File: src/rtl/alu_seq_ctrl.sv
// rtl/alu_seq_ctrl.sv - accumulator sequencer driving an external ALU and a req/ack memory bank
module alu_seq_ctrl #(
  parameter int                DATA_W      = 8,
  parameter logic [DATA_W-1:0] ACC_RST     = '0,
  parameter int                MEM_TIMEOUT = 0
) (
  input  logic              clk,
  input  logic              rst_n,
  input  logic [7:0]        instr,
  input  logic              instr_valid,
  output logic              instr_ready,
  output logic [DATA_W-1:0] alu_a,
  output logic [DATA_W-1:0] alu_b,
  output logic [3:0]        alu_op,
  input  logic [DATA_W-1:0] alu_y,
  output logic              mem_req,
  output logic              mem_we,
  output logic [3:0]        mem_addr,
  output logic [DATA_W-1:0] mem_wdata,
  input  logic [DATA_W-1:0] mem_rdata,
  input  logic              mem_ack,
  output logic [DATA_W-1:0] acc,
  output logic              zero,
  output logic              done,
  output logic              err
);

  localparam int CNT_W = (MEM_TIMEOUT > 1) ? $clog2(MEM_TIMEOUT) : 1;
  localparam logic [CNT_W-1:0] CNT_LAST = CNT_W'((MEM_TIMEOUT > 0) ? MEM_TIMEOUT - 1 : 0);

  localparam logic [3:0] OP_LDA = 4'hD;
  localparam logic [3:0] OP_STA = 4'hE;
  localparam logic [3:0] OP_ILL = 4'hF;

  typedef enum logic [2:0] {
    S_IDLE,
    S_RD,
    S_EXEC,
    S_WR,
    S_DONE
  } state_t;

  state_t            state_q;
  logic [DATA_W-1:0] acc_q;
  logic              zero_q;
  logic [DATA_W-1:0] b_q;
  logic [3:0]        op_q;
  logic [3:0]        addr_q;
  logic              req_q;
  logic              we_q;
  logic              done_q;
  logic              err_q;
  logic [CNT_W-1:0]  cnt_q;

  logic [3:0] in_op;
  logic       in_bin;
  logic       in_lda;
  logic       in_sta;
  logic       in_ill;
  logic       timeout_hit;

  assign in_op  = instr[7:4];
  assign in_bin = (in_op <= 4'h4);
  assign in_lda = (in_op == OP_LDA);
  assign in_sta = (in_op == OP_STA);
  assign in_ill = (in_op == OP_ILL);

  // Final allowed wait cycle; an ack arriving in this same cycle still wins.
  assign timeout_hit = (MEM_TIMEOUT > 0) && (cnt_q == CNT_LAST);

  assign instr_ready = (state_q == S_IDLE);
  assign alu_a       = acc_q;
  assign alu_b       = b_q;
  assign alu_op      = op_q;
  assign mem_req     = req_q;
  assign mem_we      = we_q;
  assign mem_addr    = addr_q;
  assign mem_wdata   = acc_q;
  assign acc         = acc_q;
  assign zero        = zero_q;
  assign done        = done_q;
  assign err         = err_q;

  always_ff @(posedge clk or negedge rst_n) begin
    if (!rst_n) begin
      state_q <= S_IDLE;
      acc_q   <= ACC_RST;
      zero_q  <= (ACC_RST == '0);
      b_q     <= '0;
      op_q    <= '0;
      addr_q  <= '0;
      req_q   <= 1'b0;
      we_q    <= 1'b0;
      done_q  <= 1'b0;
      err_q   <= 1'b0;
      cnt_q   <= '0;
    end else begin
      done_q <= 1'b0;
      err_q  <= 1'b0;
      case (state_q)
        S_IDLE: begin
          if (instr_valid) begin
            op_q   <= in_op;
            addr_q <= instr[3:0];
            cnt_q  <= '0;
            if (in_ill) begin
              state_q <= S_DONE;
              done_q  <= 1'b1;
              err_q   <= 1'b1;
            end else if (in_sta) begin
              state_q <= S_WR;
              req_q   <= 1'b1;
              we_q    <= 1'b1;
            end else if (in_bin || in_lda) begin
              state_q <= S_RD;
              req_q   <= 1'b1;
              we_q    <= 1'b0;
            end else begin
              state_q <= S_EXEC;
            end
          end
        end
        S_RD: begin
          if (mem_ack) begin
            req_q <= 1'b0;
            if (op_q == OP_LDA) begin
              acc_q   <= mem_rdata;
              zero_q  <= (mem_rdata == '0);
              state_q <= S_DONE;
              done_q  <= 1'b1;
            end else begin
              b_q     <= mem_rdata;
              state_q <= S_EXEC;
            end
          end else if (timeout_hit) begin
            req_q   <= 1'b0;
            state_q <= S_DONE;
            done_q  <= 1'b1;
            err_q   <= 1'b1;
          end else begin
            cnt_q <= cnt_q + 1'b1;
          end
        end
        S_EXEC: begin
          acc_q   <= alu_y;
          zero_q  <= (alu_y == '0);
          state_q <= S_DONE;
          done_q  <= 1'b1;
        end
        S_WR: begin
          if (mem_ack) begin
            req_q   <= 1'b0;
            we_q    <= 1'b0;
            state_q <= S_DONE;
            done_q  <= 1'b1;
          end else if (timeout_hit) begin
            req_q   <= 1'b0;
            we_q    <= 1'b0;
            state_q <= S_DONE;
            done_q  <= 1'b1;
            err_q   <= 1'b1;
          end else begin
            cnt_q <= cnt_q + 1'b1;
          end
        end
        S_DONE: begin
          state_q <= S_IDLE;
        end
        default: begin
          state_q <= S_IDLE;
        end
      endcase
    end
  end

endmodule

File: config.mk
export PLATFORM = sky130hd
export DESIGN_NAME = alu_seq_ctrl
export DESIGN_NICKNAME = d
export VERILOG_FILES = /design/src/rtl/alu_seq_ctrl.sv
export SDC_FILE = /design/constraint.sdc
export NUM_CORES = 1
export LEC_CHECK = 0
export BUFFER_PORTS_ARGS = -buffer_cell sky130_fd_sc_hd__buf_2
export CAP_MARGIN = 20
export CORE_AREA = 2 2 77 79
export DETAILED_ROUTE_END_ITERATION = 6
export DIE_AREA = 0 0 79 81
export PLACE_DENSITY = 0.58
export SYNTH_ARGS = -nofsm -noshare
export SYNTH_HDL_FRONTEND = slang
export SYNTH_SLANG_ARGS = --single-unit
export TNS_END_PERCENT = 1
File: constraint.sdc
create_clock -name clk -period 2.2 [get_ports clk]
set_clock_uncertainty 0.2 [all_clocks]
set_input_delay 0.22 -clock clk [delete_from_list [all_inputs] [get_ports clk]]
set_output_delay 0.22 -clock clk [all_outputs]
set_load 0.02 [all_outputs]
==> results.py, run 1 <==
metrics = {
    "run_status": {
        "status": "finished, final reports clean",
    },
    "drt": {
        "postRouteAntennaNets": 0,
        "vias": 1277,
        "viasPerCell": 4.528,
        "drc": 0,
        "drt_wl_total_um": 3789,
        "firstDrtPassIters": 4,
        "drtIter0Drc": 11,
        "post_drt_wl_per_cell_um": 13.44,
    },
    "pwr": {
        "power_density_nw_per_um2": 1516,
        "switching_share_pct": 43.33,
        "p_leak_nw": 1.032,
        "power_frac_clock_pct": 14.1,
        "peakVddDrop_uv": 547.4,
        "cellInternalPower_w": 0.001870,
        "p_switching_w": 0.001430,
        "p_comb_share_pct": 53.3,
        "power_frac_seq_pct": 32.6,
    },
    "place": {
        "place.gp.congestion": 0.7730,
        "dp_hpwl_um": 2786,
        "portBuffers": 73,
    },
    "floorplan": {
        "fp.dieH_um": 81,
        "start_util_pct": 28.70,
        "core_region_area_um2": 5675,
        "dieArea_um2": 6399,
        "pin_count": 74,
        "rows": 28,
        "dieWidth_um": 79,
    },
    "timing": {
        "fmax_ghz": 0.5096,
        "tightest_slew_ns": 0.7183,
        "finalSetupViolations": 0,
        "tns_ns": 0,
        "slew_headroom_pct": 52.12,
        "rsz0062_at_grt": "false",
        "slew_violations": 0,
        "finalHoldViolCount": 0,
        "min_period_over_period_pct": 89.20,
        "fin_crit_ns": 1.962,
    },
    "clock_tree": {
        "clkTransAtPathRegs_ns": 0.07,
        "clock_latency_ns": 0.28,
        "cts_root_buf": "clkbuf_8",
        "htree_levels": 2,
        "cts_tree": "yes",
        "numCtsBuffers": 5,
        "cts_resized": 0,
        "cts_sinks": 32,
        "post-cts-setup-buffers": 0,
        "cts_max_path_buffers": 2,
    },
    "job": {
        "maxCapViolations": 0,
    },
    "synthesis": {
        "syn_inst": 132,
        "yosys_most_used_dff": "dfrtp_1",
        "synthesis.area_um2": 1629,
        "async_flop_share_pct": 100.0,
        "yosysSeqAreaShare_pct": 49.23,
        "synth-edff-count": 0,
        "synth_area_per_cell_um2": 12.34,
        "synth_seq_cells": 32,
        "yosys_warnings": 0,
        "synth_nets": 160,
        "synth_cell_type_count": 29,
    },
    "final_layout": {
        "num-nets-final": 234,
        "nFillCells": 590,
        "synthToLayoutAreaGrowth_pct": 33.64,
        "insertedDiodeCount": 0,
        "drive_gt1_share_pct": 59.90,
        "utilization_pct": 38.36,
    },
    "worst_hold_path": {
        "hold_class": "in2reg",
    },
    "critical_path": {
        "critPathMaxFanout": 11,
        "crit_path_end_kind": "flop",
        "timing.critical_path.required_ns": 2.22,
        "cp.arrival_ns": 1.98,
        "path_class": "reg2reg",
        "critical_path.startpoint_type": "flop",
    },
    "global_route": {
        "grt_pass1_vias": 1285,
        "grt.total_usage_pct": 12.51,
        "grt_max_degree": 33,
        "grt_pass1_wl_um": 6161,
        "grt_overflow_total": 0,
        "antenna_found_initial": 0,
    },
}
-- cells in the final DEF (no fill, tap or decap), types with 2 or more instances in the layout --
cell / synthesis / routed
buf_2: 4 / 73
nor2b_1: 3 / 3
nand3_1: 2 / 2
clkinv_2: 0 / 2
nor4_1: 4 / 4
nand2b_1: 2 / 2
nor2_1: 3 / 3
nor3b_1: 2 / 2
buf_4: 17 / 5
o21ai_0: 5 / 5
dfrtp_1: 31 / 31
nor3_1: 2 / 2
o21a_1: 2 / 2
nand2_1: 7 / 7
mux2_2: 32 / 32
dlygate4sd3_1: 0 / 10
o32ai_1: 2 / 2
clkbuf_8: 0 / 6
-- cells in the mapped netlist (all sizes together), types with 2 or more instances --
cell type / instances / share of area [%]
nand3: 2 / 0.61
nor4: 4 / 1.5
nand2: 7 / 1.6
dfrtp: 31 / 48
nand2b: 2 / 0.77
mux2: 32 / 22
o21a: 2 / 0.92
nor3b: 2 / 0.92
nor2: 3 / 0.69
buf: 21 / 9.1
o32ai: 2 / 1.1
nor3: 3 / 1.6
o21ai: 5 / 1.5
nor2b: 3 / 1.2
a21oi: 2 / 1.3
-- path summary, 6_finish.rpt --
kind | startpoint | end | slack, ns | cells past startpoint
setup / recovery | state_q[2]$_DFFE_PN0P_ | mem_we$_DFFE_PN0P_ | 0.24 | 6
hold / removal | mem_rdata[4] | alu_b[4]$_DFFE_PN0P_ | 0.02 | 2
min in group asynchronous | rst_n | acc[2]$_DFFE_PN0P_ | 0.33 | 2
hold reg to reg | mem_req$_DFFE_PN0P_ | mem_req$_DFFE_PN0P_ | 0.31 | 2
max in group asynchronous | rst_n | err$_DFF_PN0_ | 1.01 | 2
setup reg to reg | state_q[2]$_DFFE_PN0P_ | mem_we$_DFFE_PN0P_ | 0.24 | 6
-- cell families after synthesis --
group / Yosys count / synth area share [%]
simple gates: 29 / 11.60
buf+inv: 22 / 9.293
compound gates: 16 / 7.143
mux: 33 / 22.73
flops: 32 / 49.23
-- sequential cells by signal, summed over array words and instances, names as in the netlist --
register,cells
mem_addr,4
state_q,3
alu_op,4
mem_we,1
alu_b,8
done,1
acc,8
err,1
mem_req,1
zero,1
-- critical path, cell delays in order, from the launching register on --
cell and delay [ns]:
dfrtp_1 0.47, buf_4 0.19, nor4b_2 0.30, buf_4 0.24, nand2_1 0.14, nor3_1 0.21
a311o_1 0.16
-- per-layer routing --
metal  track usage [%]  share of wire [%]  vias up
li1                  -                  -      607
met1             16.27                 47      600
met2             20.08                 44       65
met3             3.667                7.5        5
met4             4.138               0.95        0
met5                 0                  0        -
-- cell type report --
class | count | area [um2] | share of cell area [%]
clock buffer | 6 | 82.58 | 3.793
clock inverter | 2 | 10.01 | 0.4598
inverter | 1 | 3.754 | 0.1724
multi-input combinational | 78 | 681.9 | 31.32
sequential | 32 | 802.0 | 36.84
tap | 75 | 93.84 | 4.310
timing repair buffer | 88 | 503.0 | 23.10
-- what timing repair did --
item,CTS,global route
endpoints found under the hold margin,40,0
setup endpoints to repair,0,0
hold buffers,10,0
-- stage by stage --
| stage | worst slack (ns) | total power (W) | cell area, um2 | hold WS [ns] | instances |
|---|---|---|---|---|---|
| finish | 0.2375 | 0.003300 | 2177 | 0.01604 | 282 |
| detailed placement | 0.2385 | 0.002851 | 1984 | 0.1206 | 264 |
| floorplan | 0.3215 | 0.002444 | 1629 | -0.2756 | 132 |
| CTS | 0.1973 | 0.003348 | 2177 | 0.002645 | 282 |
| global route | 0.04753 | 0.003552 | 2177 | 0.01014 | 282 |
| global placement | 0.2903 | 0.002829 | 1984 | 0.1215 | 264 |
-- power by group through the flow --
stage	clock [W]	sequential (W)	combinational, W
after global placement	0	0.00108	0.00175
after floorplan	0	0.00135	0.00110
after detailed placement	0	0.00109	0.00176
after global routing	0.000523	0.00113	0.00190
after CTS	0.000490	0.00108	0.00178
final	0.000465	0.00108	0.00176
Note: power is estimated with default switching activity, not from simulation.
==> run 2: changes to the inputs <==
- clock period: 2.2 -> 2.47 ns (I/O delays scaled with it)
==> results.py, run 2 (synthesis gave the netlist of run 1 again) <==
metrics = {
    "final_layout": {
        "num-nets-final": 225,
        "final_common_cell": "buf_2",
        "utilization_pct": 36.97,
        "drive_gt1_share_pct": 60.91,
        "final_cell_mix": "buf_2, mux2_2, dfrtp_1",
        "nFillCells": 601,
        "insertedDiodeCount": 0,
        "synthToLayoutAreaGrowth_pct": 28.80,
    },
    "clock_tree": {
        "cts_tree": "yes",
        "cts_root_buf": "clkbuf_8",
        "clkTransAtPathRegs_ns": 0.06,
        "clock_latency_ns": 0.27,
        "numCtsBuffers": 5,
        "cts_sinks": 32,
        "htree_levels": 2,
        "cts_max_path_buffers": 2,
    },
    "critical_path": {
        "cp.arrival_ns": 1.91,
        "critPathMaxFanout": 12,
        "crit_buf_inv": 1,
        "critical_path.startpoint_type": "flop",
        "slowest_delay_ns": 0.58,
        "path_class": "reg2reg",
        "path_cells": "nor3b_1, buf_4, mux2_2, mux2_2",
        "r2r_start": "state_q[1]$_DFFE_PN0P_",
        "path_common_cell": "mux2_2",
        "timing.critical_path.required_ns": 2.43,
        "critical-path-top-delay-family": "multiplexers",
        "crit_path_end_kind": "flop",
        "startpoint": "state_q[1]$_DFFE_PN0P_",
        "cpMaxStageDelayCell": "dfrtp_1",
    },
    "drt": {
        "drtIter0Drc": 31,
        "postRouteAntennaNets": 0,
        "post_drt_wl_per_cell_um": 12.86,
        "viasPerCell": 4.544,
        "drc": 0,
        "drt_wl_total_um": 3498,
        "vias": 1236,
        "firstDrtPassIters": 4,
    },
    "timing": {
        "fmax_ghz": 0.5118,
        "min_period_over_period_pct": 79.10,
        "finalHoldViolCount": 0,
        "fin_crit_ns": 1.954,
        "slew_headroom_pct": 53.11,
        "tightest_slew_ns": 0.7034,
        "finalSetupViolations": 0,
        "tns_ns": 0,
        "rsz0062_at_grt": "false",
        "slew_violations": 0,
    },
    "global_route": {
        "grt.total_usage_pct": 11.79,
        "antenna_found_initial": 0,
        "grt_overflow_total": 0,
        "grt_pass1_wl_um": 5851,
        "grt_max_degree": 33,
        "grt_pass1_vias": 1183,
    },
    "floorplan": {
        "core_region_area_um2": 5675,
        "rows": 28,
        "dieArea_um2": 6399,
        "dieWidth_um": 79,
        "fp.dieH_um": 81,
        "start_util_pct": 28.70,
        "pin_count": 74,
    },
    "pwr": {
        "power_density_nw_per_um2": 1383,
        "peakVddDrop_uv": 462.7,
        "p_leak_nw": 0.9903,
    },
    "run_status": {
        "status": "finished, final reports clean",
    },
    "worst_hold_path": {
        "hold_path_startpoint": "instr[3]",
        "hold_class": "in2reg",
    },
    "job": {
        "maxCapViolations": 0,
    },
    "place": {
        "portBuffers": 73,
        "dp_hpwl_um": 2636,
        "place.gp.congestion": 0.7480,
    },
}
-- run 2: changes by cell type in the layout (fill, tap and decap cells not counted), sizes merged --
cell	before	now
dlygate4sd3	10	4
buf	78	75
clkinv	2	0
clkbuf	6	7
-- run 2: power breakdown --
part / switching (W) / internal (W)
sequential: 0.000205 / 0.000771
combinational: 0.000857 / 0.000641
clock: 0.000178 / 0.000248
-- run 2: final timing paths --
check                                                to  slack, ns  cells past startpoint
worst max-delay path                 acc[4]$_DFFE_PN0P_       0.52                      4
worst min-delay path            mem_addr[3]$_DFFE_PN0P_       0.01                      2
worst max register to register       acc[4]$_DFFE_PN0P_       0.52                      4
worst min register to register      mem_req$_DFFE_PN0P_       0.30                      2
max in group asynchronous            mem_we$_DFFE_PN0P_       1.25                      2
min in group asynchronous            acc[2]$_DFFE_PN0P_       0.36                      2
-- run 2: metal layers --
metal | track usage (%) | part of all wire [%] | wire [um]
met1 | 16.46 | 47 | 1660
met2 | 17.54 | 43 | 1513
met3 | 3.889 | 8.8 | 308
met4 | 3.276 | 0.46 | 16
met5 | 0 | 0 | 0
-- run 2: cell type report --
class	instances	area [um2]	share of cell area (%)
flip-flops and latches	32	802.0	38.22
well taps	75	93.84	4.472
clock buffers	7	96.34	4.592
inverters	1	3.754	0.1789
repair buffers	79	420.4	20.04
multi-input cells	78	681.9	32.50
-- run 2: worst register-to-register path: stages (launching register included) --
cell and delay, ns:
dfrtp_1 0.58, nor3b_1 0.24, buf_4 0.21, mux2_2 0.35, mux2_2 0.26
-- run 2: metrics by stage --
stage / std cells / worst slack (ns) / hold WS [ns] / total power (W) / area (um2)
finish: 272 / 0.5163 / 0.01229 / 0.002901 / 2098
floorplan: 132 / 0.5915 / -0.2486 / 0.002177 / 1629
CTS: 272 / 0.5013 / 0.0009064 / 0.002944 / 2098
global placement: 261 / 0.4928 / 0.1547 / 0.002489 / 1962
global route: 272 / 0.3431 / 0.008990 / 0.003113 / 2098
detailed placement: 261 / 0.5219 / 0.1463 / 0.002501 / 1962
-- run 2: repair_timing --
| item | 4_1_cts | 5_1_grt |
|---|---|---|
| endpoints found under the hold margin | 34 | 0 |
| gates resized for setup | 0 | 0 |
| hold buffers | 4 | 0 |
| setup buffers | 0 | 0 |
==> run 3: changes to the inputs <==
- PLACE_DENSITY: 0.58 -> 0.6
- clock period: 2.47 -> 1.6 ns (I/O delays scaled with it)
==> results.py, run 3 (synthesis gave the netlist of run 1 again) <==
metrics = {
    "drt": {
        "top_layer": "met4",
        "post_drt_wl_per_cell_um": 13.30,
        "vias": 1345,
        "dr_wl_met3_um": 263,
        "drtIter0Drc": 25,
        "wl_met1_um": 1769,
        "postRouteAntennaNets": 0,
        "met2_length_um": 2042,
        "firstDrtPassIters": 4,
        "drc": 0,
        "viasPerCell": 4.367,
        "drt_wl_total_um": 4097,
    },
    "clock_tree": {
        "clkTransAtPathRegs_ns": 0.07,
        "cts_tree": "yes",
        "cts_sinks": 32,
        "numCtsBuffers": 5,
        "cts_root_buf": "clkbuf_8",
        "clock_latency_ns": 0.28,
        "cts_max_path_buffers": 2,
        "htree_levels": 2,
    },
    "pwr": {
        "peakVddDrop_uv": 1192,
        "power_density_nw_per_um2": 2080,
        "p_comb_share_pct": 58.5,
        "power_frac_clock_pct": 14.5,
        "p_switching_w": 0.002163,
        "cellInternalPower_w": 0.003169,
        "switching_share_pct": 40.56,
        "p_leak_nw": 1.228,
        "power_frac_seq_pct": 27.1,
    },
    "worst_hold_path": {
        "hold_class": "in2reg",
    },
    "timing": {
        "slew_headroom_pct": 72.61,
        "setup_ws_ns": -0.1715,
        "tns_ns": -3.970,
        "finalSetupViolations": 31,
        "rsz0062_at_grt": "true",
        "fin_crit_ns": 1.772,
        "tightest_slew_ns": 0.4109,
        "min_period_over_period_pct": 110.7,
        "finalHoldViolCount": 0,
        "hold_slack_ns": 0.01807,
        "fmax_ghz": 0.5645,
        "slew_violations": 0,
    },
    "final_layout": {
        "synthToLayoutAreaGrowth_pct": 57.37,
        "num-nets-final": 260,
        "drive_gt1_share_pct": 66.52,
        "final_cell_mix": "buf_2, dfrtp_1, mux2_2",
        "nFillCells": 564,
        "register_area_um2": 804.5,
        "final_common_cell": "buf_2",
        "insertedDiodeCount": 0,
        "multi_input_area_um2": 784.5,
    },
    "global_route": {
        "grt_overflow_total": 0,
        "grt.total_usage_pct": 12.68,
        "grt_pass1_vias": 1327,
        "grt_max_degree": 33,
        "grt_pass1_wl_um": 6203,
        "antenna_found_initial": 0,
    },
    "floorplan": {
        "dieArea_um2": 6399,
        "pin_count": 74,
        "start_util_pct": 28.70,
        "core_region_area_um2": 5675,
        "fp.dieH_um": 81,
        "dieWidth_um": 79,
        "rows": 28,
    },
    "critical_path": {
        "critPathMaxFanout": 9,
        "path_class": "reg2reg",
        "timing.critical_path.required_ns": 1.57,
        "cp.arrival_ns": 1.74,
        "slowest_delay_ns": 0.38,
        "cpMaxStageDelayCell": "dfrtp_1",
        "critical_path.startpoint_type": "flop",
        "crit_path_end_kind": "flop",
        "path_cells": "and4b_2, nand4b_4, a21oi_4, buf_12, mux2_2",
    },
    "run_status": {
        "violations": "negative setup slack",
        "status": "finished, violations left",
    },
    "place": {
        "place.gp.congestion": 0.7152,
        "dp_hpwl_um": 2775,
        "portBuffers": 73,
    },
    "job": {
        "maxCapViolations": 0,
    },
}
==> run 3: final cells by class <==
type	instances	share of cell area [%]
flip-flops and latches	32	31.38
inverters	1	0.1464
repair buffers	114	29.87
clock buffers	5	2.684
well taps	75	3.660
clock inverters	3	1.659
multi-input cells	78	30.60
==> run 3: worst paths after layout <==
path | start | end | slack (ns) | depth (start not counted)
worst max-delay path | alu_op[1]$_DFFE_PN0P_ | acc[6]$_DFFE_PN0P_ | -0.17 | 5
worst max register to register | alu_op[1]$_DFFE_PN0P_ | acc[6]$_DFFE_PN0P_ | -0.17 | 5
worst min-delay path | mem_ack | state_q[0]$_DFFE_PN0P_ | 0.02 | 2
worst min register to register | mem_req$_DFFE_PN0P_ | mem_req$_DFFE_PN0P_ | 0.27 | 2
min in group asynchronous | rst_n | alu_b[0]$_DFFE_PN0P_ | 0.22 | 3
max in group asynchronous | rst_n | zero$_DFFE_PN1P_ | 0.65 | 3
==> run 3: metal layers <==
layer / vias up / global-route usage [%]
li1: 660 / -
met1: 626 / 15.78
met2: 56 / 21.86
met3: 3 / 3.222
met4: 0 / 3.621
met5: - / 0
==> run 3: timing repair <==
item | 4_1_cts | 5_1_grt
cloned | 1 | 1
endpoints found under the hold margin | 46 | 0
resized for setup | 18 | 16
endpoints found under the setup margin | 33 | 33
setup buffers | 0 | 2
pin swaps | 3 | 4
hold buffers | 16 | 0
==> run 3: stage by stage <==
stage | setup slack [ns] | cells | power (W) | utilization, % | cell area [um2]
6_report | -0.1715 | 308 | 0.005332 | 45.17 | 2564
5_1_grt | -0.2133 | 308 | 0.005661 | 45.17 | 2564
3_3_place_gp | -0.1687 | 280 | 0.004190 | 37.74 | 2142
4_1_cts | -0.1965 | 305 | 0.005181 | 43.69 | 2480
2_1_floorplan | -0.2785 | 132 | 0.003360 | - | 1629
3_5_place_dp | -0.1839 | 280 | 0.004217 | 37.74 | 2142
==> run 3: worst max-delay path, delay by kind of cell (launching register included) <==
kind	cells	cell delay, ns
and+or+nand+nor	2	0.46
DFF	1	0.38
muxes	1	0.32
AOI/OAI and AO/OA	1	0.15
buffers and inverters	1	0.14
==> run 3: power by group through the flow <==
stage	Sequential, W	Clock (W)	Combinational, W
floorplan	0.00185	0	0.00151
global placement	0.00143	0	0.00276
detailed placement	0.00144	0	0.00278
CTS	0.00143	0.000797	0.00295
finish	0.00144	0.000771	0.00312
global route	0.00150	0.000845	0.00331
